==> src/rtl/nn_pkg.sv <==
// Shared numeric types for the classifier datapath.
// Scores are signed two's complement; SCORE_MIN seeds running-comparison logic.
package nn_pkg;
    localparam int SCORE_W = 16;

    typedef logic signed [SCORE_W-1:0] score_t;

    localparam score_t SCORE_MIN = {1'b1, {(SCORE_W-1){1'b0}}};
endpackage

==> src/rtl/argmax_stream.sv <==
// Streaming argmax: tracks running max and runner-up over NUM_CLASSES scores,
// then holds winning index, score and margin on a valid/ready result port.
module argmax_stream
    import nn_pkg::*;
#(
    parameter int NUM_CLASSES = 10,
    parameter int DATA_W      = 16,
    parameter bit TIE_HIGH    = 1'b1,
    localparam int IDX_W      = $clog2(NUM_CLASSES)
) (
    input  logic              clk,
    input  logic              reset,
    input  logic              s_valid,
    output logic              s_ready,
    input  logic [DATA_W-1:0] s_data,
    input  logic              s_last,
    output logic              m_valid,
    input  logic              m_ready,
    output logic [IDX_W-1:0]  m_class_idx,
    output logic [DATA_W-1:0] m_max_score,
    output logic [DATA_W:0]   m_margin,
    output logic              m_err
);
    generate
        if (NUM_CLASSES < 2) begin : g_bad_num_classes
            $error("argmax_stream: NUM_CLASSES must be >= 2");
        end
    endgenerate

    typedef enum logic {COLLECT, HOLD} state_t;

    localparam logic [IDX_W-1:0] LAST_IDX = IDX_W'(NUM_CLASSES - 1);
    // Most negative DATA_W value; matches the shared SCORE_MIN at the native width.
    localparam logic signed [DATA_W-1:0] RUNNER_SEED = (DATA_W == SCORE_W)
        ? DATA_W'(SCORE_MIN) : {1'b1, {(DATA_W-1){1'b0}}};

    state_t                    state_reg, state_next;
    logic [IDX_W-1:0]          cnt_reg, cnt_next;
    logic signed [DATA_W-1:0]  max_reg, max_next;
    logic signed [DATA_W-1:0]  runner_reg, runner_next;
    logic [IDX_W-1:0]          idx_reg, idx_next;
    logic                      err_reg, err_next;
    logic [DATA_W:0]           margin_next;

    logic                      m_valid_reg;
    logic [IDX_W-1:0]          m_class_idx_reg;
    logic [DATA_W-1:0]         m_max_score_reg;
    logic [DATA_W:0]           m_margin_reg;
    logic                      m_err_reg;

    logic                      beat;
    logic                      is_first;
    logic                      is_final;
    logic                      replace;
    logic signed [DATA_W-1:0]  data_s;

    assign s_ready  = (state_reg == COLLECT);
    assign beat     = s_valid && s_ready;
    assign is_first = (cnt_reg == '0);
    assign is_final = (cnt_reg == LAST_IDX);
    assign data_s   = $signed(s_data);
    assign replace  = TIE_HIGH ? (data_s >= max_reg) : (data_s > max_reg);

    always_comb begin
        state_next  = state_reg;
        cnt_next    = cnt_reg;
        max_next    = max_reg;
        runner_next = runner_reg;
        idx_next    = idx_reg;
        err_next    = err_reg;
        case (state_reg)
            COLLECT: begin
                if (beat) begin
                    if (is_first) begin
                        max_next    = data_s;
                        idx_next    = '0;
                        runner_next = RUNNER_SEED;
                    end else if (replace) begin
                        runner_next = max_reg;
                        max_next    = data_s;
                        idx_next    = cnt_reg;
                    end else if (data_s > runner_reg) begin
                        runner_next = data_s;
                    end
                    // Framing error: s_last must be set exactly on the final beat.
                    err_next = (is_first ? 1'b0 : err_reg) | (s_last != is_final);
                    if (is_final) begin
                        cnt_next   = '0;
                        state_next = HOLD;
                    end else begin
                        cnt_next = cnt_reg + 1'b1;
                    end
                end
            end
            HOLD: begin
                if (m_ready) begin
                    state_next = COLLECT;
                end
            end
            default: state_next = COLLECT;
        endcase
    end

    // Sign-extend both operands so the difference never wraps.
    assign margin_next = {max_next[DATA_W-1], max_next} - {runner_next[DATA_W-1], runner_next};

    always_ff @(posedge clk or posedge reset) begin
        if (reset) begin
            state_reg       <= COLLECT;
            cnt_reg         <= '0;
            max_reg         <= '0;
            runner_reg      <= '0;
            idx_reg         <= '0;
            err_reg         <= 1'b0;
            m_valid_reg     <= 1'b0;
            m_class_idx_reg <= '0;
            m_max_score_reg <= '0;
            m_margin_reg    <= '0;
            m_err_reg       <= 1'b0;
        end else begin
            state_reg  <= state_next;
            cnt_reg    <= cnt_next;
            max_reg    <= max_next;
            runner_reg <= runner_next;
            idx_reg    <= idx_next;
            err_reg    <= err_next;
            if (beat && is_final) begin
                m_valid_reg     <= 1'b1;
                m_class_idx_reg <= idx_next;
                m_max_score_reg <= max_next;
                m_margin_reg    <= margin_next;
                m_err_reg       <= err_next;
            end else if (m_valid_reg && m_ready) begin
                m_valid_reg <= 1'b0;
            end
        end
    end

    assign m_valid     = m_valid_reg;
    assign m_class_idx = m_class_idx_reg;
    assign m_max_score = m_max_score_reg;
    assign m_margin    = m_margin_reg;
    assign m_err       = m_err_reg;
endmodule

==> config.mk <==
export PLATFORM = sky130hd
export DESIGN_NAME = argmax_stream
export DESIGN_NICKNAME = d
export VERILOG_FILES = /design/src/rtl/nn_pkg.sv /design/src/rtl/argmax_stream.sv
export SDC_FILE = /design/constraint.sdc
export NUM_CORES = 1
export LEC_CHECK = 0
export ABC_AREA = 1
export CAP_MARGIN = 20
export CORE_ASPECT_RATIO = 1.25
export CORE_MARGIN = 2
export CORE_UTILIZATION = 45
export CTS_CLUSTER_SIZE = 20
export DETAILED_ROUTE_END_ITERATION = 10
export GPL_TIMING_DRIVEN = 0
export PLACE_DENSITY = 0.63
export SKIP_CTS_REPAIR_TIMING = 1
export SLEW_MARGIN = 25
export SYNTH_ARGS = -nofsm -noshare
export SYNTH_HDL_FRONTEND = slang
export SYNTH_SLANG_ARGS = --single-unit
==> constraint.sdc <==
create_clock -name clk -period 4.1 [get_ports clk]
set_input_delay 0.41 -clock clk [delete_from_list [all_inputs] [get_ports clk]]
set_output_delay 0.41 -clock clk [all_outputs]
set_load 0.01 [all_outputs]
Yosys cells after proc, flatten, opt, wreduce, memory -nomap -nowiden
Cells that the tools add are included.
{ "totals": {"reg_bits": 81, "in_bits": 21, "output_inout_bits": 40, "word_cells": 48} }
{ "op_classes": {"add_sub_neg": 2, "order_cmp": 2, "eq_ne": 2, "mux": 23, "n_bitwise": 2, "n_reduce_logical": 6} }
{ "ops": {"columns": ["operator", "count"], "rows": [
  ["16-bit 2-to-1 mux", 9],
  ["4-bit 2-to-1 mux", 5],
  ["16-bit by 16-bit subtractor with 17-bit output", 1],
  ["16-bit greater-or-equal comparator", 1],
  ["16-bit greater-than comparator", 1],
  ["1-bit 2-to-1 mux", 8],
  ["4-bit by 1-bit adder with 4-bit output (second input constant)", 1],
  ["4-bit == test (second input constant)", 1],
  ["4-bit logical NOT", 1],
  ["1-bit logical AND", 3],
  ["1-bit case mux with 2 select lines", 1],
  ["2-bit AND reduction", 1],
  ["2-bit nonzero test", 1],
  ["1-bit != test", 1],
  ["1-bit inverter", 1],
  ["1-bit OR", 1]
]} }

Depth between registers and ports, before layout
{ "logic_depth": {"word_depth": 7, "depth_mapped": 35, "ltp_nobuf": 34} }

Worst setup path after synthesis
Ideal clock, no wire load.
{ "synth_timing": {"kind": "in2reg", "from": "in s_data[15]", "to": "reg m_margin_reg[16], in the netlist m_margin[16]", "setup_ns": 0.121, "arrival_time_ns": 3.417, "required_ns": 3.979, "path_slack_ns": 0.562, "path_stages": 28, "n_path_buf": 1, "path_cell_list": "ha_1 -> a21oi_1 -> o21ai_0 -> a21oi_1 -> nand2_1 -> nand2_2 -> buf_1 -> nand4_1 -> nand3_1 -> nand2_1 -> nand2_1 -> nand2_1 -> ha_1 -> inv_1 -> fa_1 -> nand2_1 -> nand2_1 -> o21ai_0 -> o21ai_1 -> nand2_1 -> nand2_1 -> inv_1 -> nor2_1 -> nand3_1 -> nand2_1 -> nand2_1 -> nand2_1 -> o21ai_1"} }
{ "synth_between": {"elab_chain_cells": 7, "word_cells_on_any_way": 12, "classes_between": "add/sub: 1; order compare: 2; mux: 9"} }
{ "synth_rtl": {"columns": ["item", "line_no", "rtl"], "rows": [
  ["from (decl)", "argmax_stream.sv:15", "input logic [DATA_W-1:0] s_data,"],
  ["16-bit greater-than comparator", "argmax_stream.sv:82", "end else if (data_s > runner_reg) begin"],
  ["16-bit 2-to-1 mux", "argmax_stream.sv:82", null],
  ["16-bit 2-to-1 mux (*)", "argmax_stream.sv:78", "end else if (replace) begin"],
  ["16-bit 2-to-1 mux (*)", "argmax_stream.sv:74", "if (is_first) begin"],
  ["16-bit 2-to-1 mux (*)", "argmax_stream.sv:73", "if (beat) begin"],
  ["16-bit 2-to-1 mux (*)", "argmax_stream.sv:71", "case (state_reg)"],
  ["named net runner_next[0]", "argmax_stream.sv:40", "logic signed [DATA_W-1:0] runner_reg, runner_next;"],
  ["16-bit by 16-bit subtractor with 17-bit output (*)", "argmax_stream.sv:105", "assign margin_next = {max_next[DATA_W-1], max_next} - {runner_next[DATA_W-1], runner_next};"],
  ["to (signal assigned)", "argmax_stream.sv:131", "m_margin_reg <= margin_next;"],
  ["to (decl)", "argmax_stream.sv:48", "logic [DATA_W:0] m_margin_reg;"]
]} }
The timed path passes the listed nets; every way through them passes the cells marked *.
A chain may end at the register's enable or synchronous reset.

Worst setup path in the final report
{ "layout_timing": {"from": "reg max_reg[15]", "to": "reg m_margin_reg[15], in the netlist m_margin[15]"} }
{ "layout_between": {"elab_chain_cells": 6, "word_cells_on_any_way": 10, "classes_between": "add/sub: 1; order compare: 1; mux: 8"} }
{ "layout_rtl": {"columns": ["item", "line_no", "rtl"], "rows": [
  ["from (decl)", "argmax_stream.sv:39", "logic signed [DATA_W-1:0] max_reg, max_next;"],
  ["from (signal assigned)", "argmax_stream.sv:123", "max_reg <= max_next;"],
  ["16-bit greater-or-equal comparator", "argmax_stream.sv:62", "assign replace = TIE_HIGH ? (data_s >= max_reg) : (data_s > max_reg);"],
  ["16-bit 2-to-1 mux", "argmax_stream.sv:78", null],
  ["16-bit 2-to-1 mux", "argmax_stream.sv:74", null],
  ["16-bit 2-to-1 mux", "argmax_stream.sv:73", null],
  ["16-bit 2-to-1 mux", "argmax_stream.sv:71", null],
  ["16-bit by 16-bit subtractor with 17-bit output (*)", "argmax_stream.sv:105", null]
]} }
Every way passes the cells marked *; elsewhere a longest branch is shown, timed or not.

==> flow_summary.yaml <==
power:
  p_total_mw: 6.71
  vdd_drop_max_mv: 0.461
  switchingPower_mw: 3.25
  p_int_mw: 3.46
  combPwrFrac: 0.677
  p_clk_frac: 0.122
  p_leak_nw: 3.71
  sw_frac_of_total: 0.485
  power.density_nw_per_um2: 971
  seqPwrFrac: 0.201
worst_setup_path:
  cp_data_required_time_ns: 4.38
  r2r-start: "max_reg[15]$_DFF_PP0_"
  crit_start: "max_reg[15]$_DFF_PP0_"
  worstSetupStartpointType: "flop"
  worstPathMaxFanout: 9
  arrival_ns: 4.13
  crit_type: "reg -> reg"
  critPathCaptureType: "flop"
timing:
  relSlewSlack: 0.552
  period_needed_ns: 3.85
  finalClockSkew_ns: 0.00955
  fmax_mhz: 260
  maxSlewViolCount: 0
  setup_viol: 0
  hold_viol_final: 0
  worst_slack_ns: 0.251
  setup_tns_ns: 0
  tightestPinTransition_ns: 0.672
  period_share: 0.939
drt:
  vias_per_cell: 5.10
  vias: 5181
  firstDrtPassIters: 4
  routed_wl_um: 15700
  drt-initial-drc-count: 334
  drc: 0
  ant_nets: 0
  routedWlPerCell_um: 15.5
clock_network:
  clk_pin_slew_ns: 0.06
  cts_tree: "done"
  cts_made_buffers: 9
  max-clock-path-buffers: 2
  clock_latency_ns: 0.34
  ctsRootBufferMaster: "clkbuf_16"
  cts.sinks: 81
  htreeDepth: 3
yosys:
  synth_compound_area_frac: 0.0831
  synthFlopType: "dfrtp_1"
  synth_xor_area_frac: 0.00481
  synth_top_family_by_area: "simple AND/OR/NAND/NOR gates"
  synthAdderAreaFrac: 0.114
  synth_edf_count: 0
  ys_types: 39
  yosys-top-cells-area: "dfrtp_1 37%, nand2_1 17%, ha_1 11%"
  synthSimpleGateAreaFrac: 0.335
  synth_most_common_cell: "nand2_1"
  syn_area_sq_um: 5470
  synthMuxAreaShare: 0.00183
  synth_nets: 829
  synth.avg_cell_area_sq_um: 7.20
  synth_common_cells: "247 x nand2_1, 103 x inv_1, 81 x dfrtp_1"
  yosysTopAreaCell: "dfrtp_1"
  synth_top_area_frac: 0.371
  syn_inst: 759
  yosys_warnings: 0
  yosysSeqAreaShare: 0.371
  synth-async-reset-ratio: 1.00
  ys_seq_elements: 81
final_layout:
  num_antenna_cells: 0
  largest_reg_flops: 17
  syn2layout_area_growth_pct: 26.5
  drive_above_1_share: 0.0952
  fin_nets: 916
global_route:
  antenna_found_initial: 0
  grt_overflow: 0
  gr-usage-all-layers: 0.246
  grt_max_degree: 53
  grt_pass1_wl_um: 24600
  first_global_vias: 4914
die:
  num_rows: 45
  pin_count: 61
  coreArea_sq_um: 12000
  start_util: 0.456
  die_w_um: 103
  die_h_um: 127
  die-area_sq_um: 13100
place:
  numPortBuffers: 60
  post-dp-hpwl_um: 12100
  place_ws_ns: -0.905
  place_congestion: 0.900
run:
  max_cap_violations: 0
run_status:
  outcome: "finished clean"
hold_path:
  hold_class: "in -> async"
==> area by class of cell <==
type | instances | area, sq um
inverters | 105 | 397
fillers | 1142 | 5080
plain buffers | 20 | 115
flip-flops and latches | 81 | 2030
clock buffers | 10 | 229
multi-input cells | 552 | 3090
clock inverters | 6 | 67.6
repair buffers | 77 | 783
well taps | 164 | 205
==> cell usage in the layout (no fill, tap or decap), drive strengths merged, types with 4 or more instances in the layout <==
cell,count
nand2,252
inv,106
dfrtp,81
nand3,65
ha,48
a21oi,47
nor2,47
clkdlybuf4s50,46
o21ai,26
buf,26
nand4,22
clkbuf,21
and2,16
dlymetal6s2s,14
nor3,8
o21bai,4
==> stage by stage <==
stage          cells  hold WS [ns]  utilization  area [sq um]
6_report        1015         0.424        0.577          6910
5_1_grt         1015         0.464        0.577          6910
4_1_cts         1000         0.440        0.550          6600
3_5_place_dp     984         0.465        0.526          6300
3_3_place_gp     983         0.458        0.523          6270
2_1_floorplan    759         0.460            -          5470
==> kinds of logic after synthesis <==
kind of cell / after synthesis
simple gates: 414
buf+inv: 126
compound gates: 85
flops: 81
fa+ha+maj: 49
xor+xnor: 3
mux: 1
==> worst max-delay path: stages, from the launching register on <==
cell and delay [ns]:
dfrtp_1 0.35, inv_1 0.08, ha_4 0.31, nand2_2 0.10, nor4_4 0.36, nand2_2 0.12
nand3_4 0.11, nand2_1 0.10, nor2_4 0.18, buf_6 0.12, buf_4 0.15, nand3_1 0.08
nand2_1 0.07, a21oi_1 0.10, ha_1 0.39, a21oi_1 0.15, o21ai_0 0.13, nand2_1 0.08
nand4_1 0.22, a21oi_1 0.25, xor2_1 0.17, nand2_1 0.07, nand2_1 0.08
==> power groups by stage <==
stage	clock, mW	combinational, mW	sequential (mW)
after global routing	0.867	5.12	1.39
after global placement	0	4.06	1.36
final	0.816	4.54	1.35
after detailed placement	0	4.11	1.36
after floorplan	0	2.84	1.41
after CTS	0.830	4.14	1.35
==> path summary, 6_finish.rpt <==
| check | slack [ns] | to | depth (start not counted) |
|---|---|---|---|
| worst max-delay path | 0.25 | m_margin[15]$_DFFE_PP0P_ | 22 |
| worst min-delay path | 0.42 | m_margin[16]$_DFFE_PP0P_ | 2 |
| worst max register to register | 0.25 | m_margin[15]$_DFFE_PP0P_ | 22 |
| worst min register to register | 0.48 | m_max_score[15]$_DFFE_PP0P_ | 2 |
| max in group asynchronous | 3.07 | max_reg[8]$_DFF_PP0_ | 3 |
| min in group clk | 0.48 | m_max_score[15]$_DFFE_PP0P_ | 2 |
==> layer usage <==
layer,track usage,part of all wire,vias up
li1,-,-,2615
met1,0.346,0.47,2412
met2,0.391,0.47,134
met3,0.0399,0.050,20
met4,0.0729,0.015,0
met5,0,0,-
Note: power is estimated with default switching activity, not from simulation.
==> RTL change 1: new RTL, same settings <==
Change the parameter `TIE_HIGH` from 1'b1 to 1'b0.
--- a/src/rtl/argmax_stream.sv
+++ b/src/rtl/argmax_stream.sv
@@ -6,5 +6,5 @@
     parameter int NUM_CLASSES = 10,
     parameter int DATA_W      = 16,
-    parameter bit TIE_HIGH    = 1'b1,
+    parameter bit TIE_HIGH    = 1'b0,
     localparam int IDX_W      = $clog2(NUM_CLASSES)
 ) (
Function: same outputs for any inputs over 10 cycles, from zero or initial values and one cycle with reset high; that may be too few to reach the edited logic, so the function may still have changed.
==> RTL change 1 against the original RTL <==
- routed wire length shrank 3.0%
- design area up 0.49%
- area after synthesis grew 1.2%
- core utilization is essentially flat
- setup slack got worse by 31 ps
- count of clock-buffer cells in the layout increased by 2
- die area increased by 1.1%
- sequential cell count unchanged
- power increased by 0.62%
- largest cell class unchanged
==> RTL change 1: results (changes against the original RTL) <==
metric;value;unit;change
Post-Place Worst Slack;-623;ps;was -905 ps
first-pass GRT wire length;24.3;mm;was 24.6 mm
Synth-to-Final Area Change;25.6;%;was 26.5%
total number of vias;5148;;was 5,181
Worst-Skew Late Latency;350;ps;
layout cells sized above 1;10.9;%;was 9.52%
final instance count without filler cells;991;;was 1,015
Worst Setup EP;m_margin[13]$_DFFE_PP0P_;;was m_margin[15]$_DFFE_PP0P_
hold_sp;m_class_idx[0]$_DFFE_PP0P_;;
largest fanout on the critical path;10;;was 9
Hold Crit Class;reg -> reg;;was in -> async
antenna violations before repair;0;;unchanged
slowest library cell on the worst path;dfrtp_1;;was ha_1
max reg flops;17;;unchanged
Root Buffer;clkbuf_16;;unchanged
Post-synth ARST share;100;%;unchanged
Max VDD drop;0.406;mV;was 0.461 mV
Final nets;892;;was 916
vias in the first global route;4950;;was 4,914
Syn Area/Cell;7.49;µm²;was 7.20 µm²
RR Startpoint;max_reg[13]$_DFF_PP0_;;was max_reg[15]$_DFF_PP0_
CP delay by family, top;compound AO/OA/AOI/OAI gates;;was simple AND/OR/NAND/NOR gates
H-tree lvl count;3;;unchanged
TNS Setup;0;ps;unchanged
Cell Area, Placed;6360;µm²;was 6300 µm²
Leak;3.65;nW;was 3.71 nW
HPWL Detailed;11.8;mm;was 12.1 mm
CTS buffer count;9;;unchanged
R2R Setup Slk;220;ps;was 250 ps
Setup Skew;9.60;ps;was 9.55 ps
Final Wtd Congestion;0.902;;was 0.900
CP max stage delay;360;ps;was 390 ps
placed insts;964;;was 984
Fillers;1153;;was 1,142
worst path arrival time;4110;ps;was 4130 ps
worst hold path depth;2;;
Ys Warns;0;;unchanged
clock slew at reported path FFs;60;ps;about the same
wire per inst;15.4;µm;was 15.5 µm
Unique masters post-synth;40;;was 39
hold_ws;477;ps;was 424 ps
Total GRT Usage;23.9;%;was 24.6%
Detailed Route Iter0 Violations;275;;was 334
most instantiated cells after synthesis;201 x nand2_1, 101 x inv_1, 81 x dfrtp_1, 52 x nand3_1, 48 x ha_1;;was 247 x nand2_1, 103 x inv_1, 81 x dfrtp_1, 61 x nand3_1, 48 x ha_1
Worst Hold End;m_class_idx[0]$_DFFE_PP0P_;;
register area share after synthesis;36.6;%;was 37.1%
clk buf depth;2;;unchanged
reg2reg path depth;22;;unchanged
drt drc;0;;unchanged
port bufs;60;;unchanged
largest net degree at the start of global routing;53;;unchanged
Least-Margin Pin Slew;644;ps;was 672 ps
n_diodes;0;;unchanged
CP startpoint kind;flip-flop;;unchanged
post-synth net total;809;;was 829
DRT Pass-1 Iters;5;;was 4
top cells by area, synth;dfrtp_1 37%, nand2_1 14%, ha_1 11%;;was dfrtp_1 37%, nand2_1 17%, ha_1 11%
outcome;finished clean;;unchanged
RTL change 1: cell types whose count changed after synthesis, sizes merged, moves of 2 or more:
cell,before,now
a21boi,1,3
o21ai,26,54
nor2,47,44
inv,105,103
xor2,1,3
xnor2,2,4
nand2,252,205
nand4,22,24
RTL change 1: logic make-up after synthesis:
group | Yosys count | synth area share (%)
AOI/OAI and AO/OA | 113 | 10.8
xor gates and xnor gates | 7 | 1.11
adders and majority gates | 49 | 11.2
buffers and inverters | 125 | 9.38
DFF | 81 | 36.6
muxes | 1 | 0.181
and+or+nand+nor | 363 | 30.6
RTL change 1: final cells by class:
class,instances,share of cell area [%]
buffer,22,2.14
clock buffer,12,3.55
clock inverter,4,1.10
inverter,103,5.60
multi-input combinational,533,44.8
sequential,81,29.2
tap,164,2.95
timing repair buffer,72,10.7
RTL change 1: worst reg2reg max path: stages (launching register included):
cell	delay, ps
dfrtp_1	360
inv_1	60
ha_1	290
a21oi_1	180
o21ai_0	120
a21oi_2	220
nand2_2	110
nand2_4	130
nand3_4	170
buf_4	190
buf_6	130
o21ai_1	120
inv_1	60
a21oi_1	250
ha_1	350
nand2_1	120
a21oi_1	60
a211oi_2	180
nand3_1	200
a31oi_1	260
nand2_1	80
nand2_1	60
o21ai_0	80
RTL change 1: power by group:
group	switching, mW	internal (mW)
clock network	0.341	0.552
logic	2.64	1.85
registers	0.203	1.17
total	3.19	3.57
RTL change 1: per-layer routing:
layer / global-route usage [%] / vias up / wire, µm
met3: 3.65 / 26 / 611
li1: - / 2578 / -
met5: 0 / - / 0
met2: 38.8 / 138 / 7370
met4: 6.97 / 0 / 280
met1: 33.0 / 2406 / 7000
==> RTL change 2: new RTL, config.mk and constraints unchanged <==
Without the edit above. Compare `cnt_reg` against `LAST_IDX` with >= in place of ==.
--- a/src/rtl/argmax_stream.sv
+++ b/src/rtl/argmax_stream.sv
@@ -58,5 +58,5 @@
     assign beat     = s_valid && s_ready;
     assign is_first = (cnt_reg == '0);
-    assign is_final = (cnt_reg == LAST_IDX);
+    assign is_final = (cnt_reg >= LAST_IDX);
     assign data_s   = $signed(s_data);
     assign replace  = TIE_HIGH ? (data_s >= max_reg) : (data_s > max_reg);
Formal check against the unedited RTL: no difference found for any inputs over 10 cycles, from zero or initial values and one cycle with reset high; that may be too few to reach the edited logic, so the function may still have changed.
==> RTL change 2 against the original RTL <==
- sequential share of layout area is essentially flat
- sequential cell count is the same
- critical endpoint is now m_margin[10]$_DFFE_PP0P_
- routed wire length decreased by 1.4%
- highest routed layer unchanged
- global-route usage down 0.055 points
- area after synthesis up 0.32%
- core utilization shrank 0.23 points
- design area barely moved
- setup slack gained 1.8 ps
- largest cell class unchanged
Power is not shown: default switching activity piles up to over one toggle a cycle in this logic, so the estimate is an artifact.
==> RTL change 2: results (changes against the original RTL) <==
metric;value;unit;change
Routed WL;15.5;mm;was 15.7 mm
most instantiated cells after synthesis;246 x nand2_1, 103 x inv_1, 81 x dfrtp_1, 67 x nand3_1, 51 x ha_1;;was 247 x nand2_1, 103 x inv_1, 81 x dfrtp_1, 61 x nand3_1, 48 x ha_1
Hold Crit Class;in -> async;;unchanged
outcome;finished clean;;unchanged
clk buf depth;2;;unchanged
top cells by area, synth;dfrtp_1 37%, nand2_1 17%, ha_1 12%;;was dfrtp_1 37%, nand2_1 17%, ha_1 11%
Least-Margin Pin Slew;666;ps;was 672 ps
R2R Setup Slk;290;ps;was 250 ps
vias in the first global route;4926;;was 4,914
RR Endpoint;m_margin[10]$_DFFE_PP0P_;;was m_margin[15]$_DFFE_PP0P_
Unique masters post-synth;38;;was 39
Worst-Skew Late Latency;340;ps;about the same
Post-synth ARST share;100;%;unchanged
DRT Pass-1 Iters;5;;was 4
reg2reg path depth;28;;was 22
clock slew at reported path FFs;60;ps;about the same
max reg flops;17;;unchanged
first-pass GRT wire length;24.6;mm;about the same
Vias/cell;5.08;;was 5.10
register area share after synthesis;37.0;%;was 37.1%
layout cells sized above 1;9.25;%;was 9.52%
HPWL Detailed;12.3;mm;was 12.1 mm
slowest library cell on the worst path;clkdlybuf4s50_1;;was ha_1
H-tree lvl count;3;;unchanged
Cell Area, Placed;6320;µm²;was 6300 µm²
port bufs;60;;unchanged
CP max stage delay;480;ps;was 390 ps
post-synth net total;829;;unchanged
top_reg_cell synth;dfrtp_1;;unchanged
Final Wtd Congestion;0.944;;was 0.900
n_diodes;0;;unchanged
post-route ant nets;0;;unchanged
Root Buffer;clkbuf_16;;unchanged
Ys Warns;0;;unchanged
Fillers;1166;;was 1,142
largest fanout on the critical path;10;;was 9
CP Launch Point;s_data[8];;was max_reg[15]$_DFF_PP0_
Total GRT Usage;24.6;%;about the same
Detailed Route Iter0 Violations;293;;was 334
antenna violations before repair;0;;unchanged
CTS buffer count;9;;unchanged
Setup Skew;6.63;ps;was 9.55 ps
worst path arrival time;4080;ps;was 4130 ps
largest net degree at the start of global routing;44;;was 53
RR Startpoint;max_reg[9]$_DFF_PP0_;;was max_reg[15]$_DFF_PP0_
Final nets;911;;was 916
[RTL change 2: cell count changes after synthesis, sizes merged, moves of 4 or more]
cell	before	now
nor3	8	3
nand3b	1	5
a21oi	47	41
nand3	65	70
nor2	47	38
nand4	22	18
buf	10	14
[RTL change 2: worst max path at each step]
stage,cells past startpoint,slack [ps],endpoint
2_1_floorplan,26,550,m_margin[12]$_DFFE_PP0P_
3_3_place_gp,24,-670,m_margin[12]$_DFFE_PP0P_
3_5_place_dp,24,-650,m_margin[12]$_DFFE_PP0P_
4_1_cts,24,-310,m_margin[12]$_DFFE_PP0P_
5_1_grt,26,-30,m_margin[9]$_DFFE_PP0P_
6_report,28,250,m_margin[10]$_DFFE_PP0P_
[RTL change 2: cell families (layout without fill, tap and decap cells)]
logic type / after synthesis / count (layout) / synth area share (%)
AOI/OAI and AO/OA: 78 / 78 / 7.66
xor gates and xnor gates: 6 / 6 / 0.958
adders and majority gates: 52 / 52 / 12.0
buffers and inverters: 131 / 218 / 9.49
DFF: 81 / 81 / 37.0
muxes: 3 / 3 / 0.547
and+or+nand+nor: 405 / 405 / 32.4
[RTL change 2: cell type report]
class | count | area [µm²] | area share, %
repair buffers | 71 | 738 | 10.7
well taps | 164 | 205 | 2.97
clock inverters | 6 | 91.3 | 1.32
flip-flops and latches | 81 | 2030 | 29.3
plain buffers | 22 | 129 | 1.86
multi-input cells | 544 | 3070 | 44.4
inverters | 109 | 419 | 6.06
clock buffers | 10 | 239 | 3.45
[RTL change 2: critical path: cells and delay by family]
kind | cells | cell delay, ps
AO/OA/AOI/OAI | 5 | 730
adder cells (fa/ha/maj) | 3 | 720
buffers and inverters | 4 | 780
AND/OR/NAND/NOR | 16 | 1430
[RTL change 2: metrics by stage]
stage | instances | worst slack [ps] | hold WS (ps)
after global placement | 980 | -668 | 465
after CTS | 997 | -310 | 471
final | 1007 | 253 | 450
after floorplan | 756 | 554 | 471
after detailed placement | 981 | -652 | 465
after global routing | 1007 | -34.3 | 509
[RTL change 2: layer usage]
layer,wire length [µm],part of all wire [%],vias up,global-route usage [%]
met5,0,0,-,0
met1,7040,45,2373,32.7
met4,486,3.1,0,10.7
li1,-,-,2592,-
met3,500,3.2,32,2.46
met2,7490,48,114,40.4
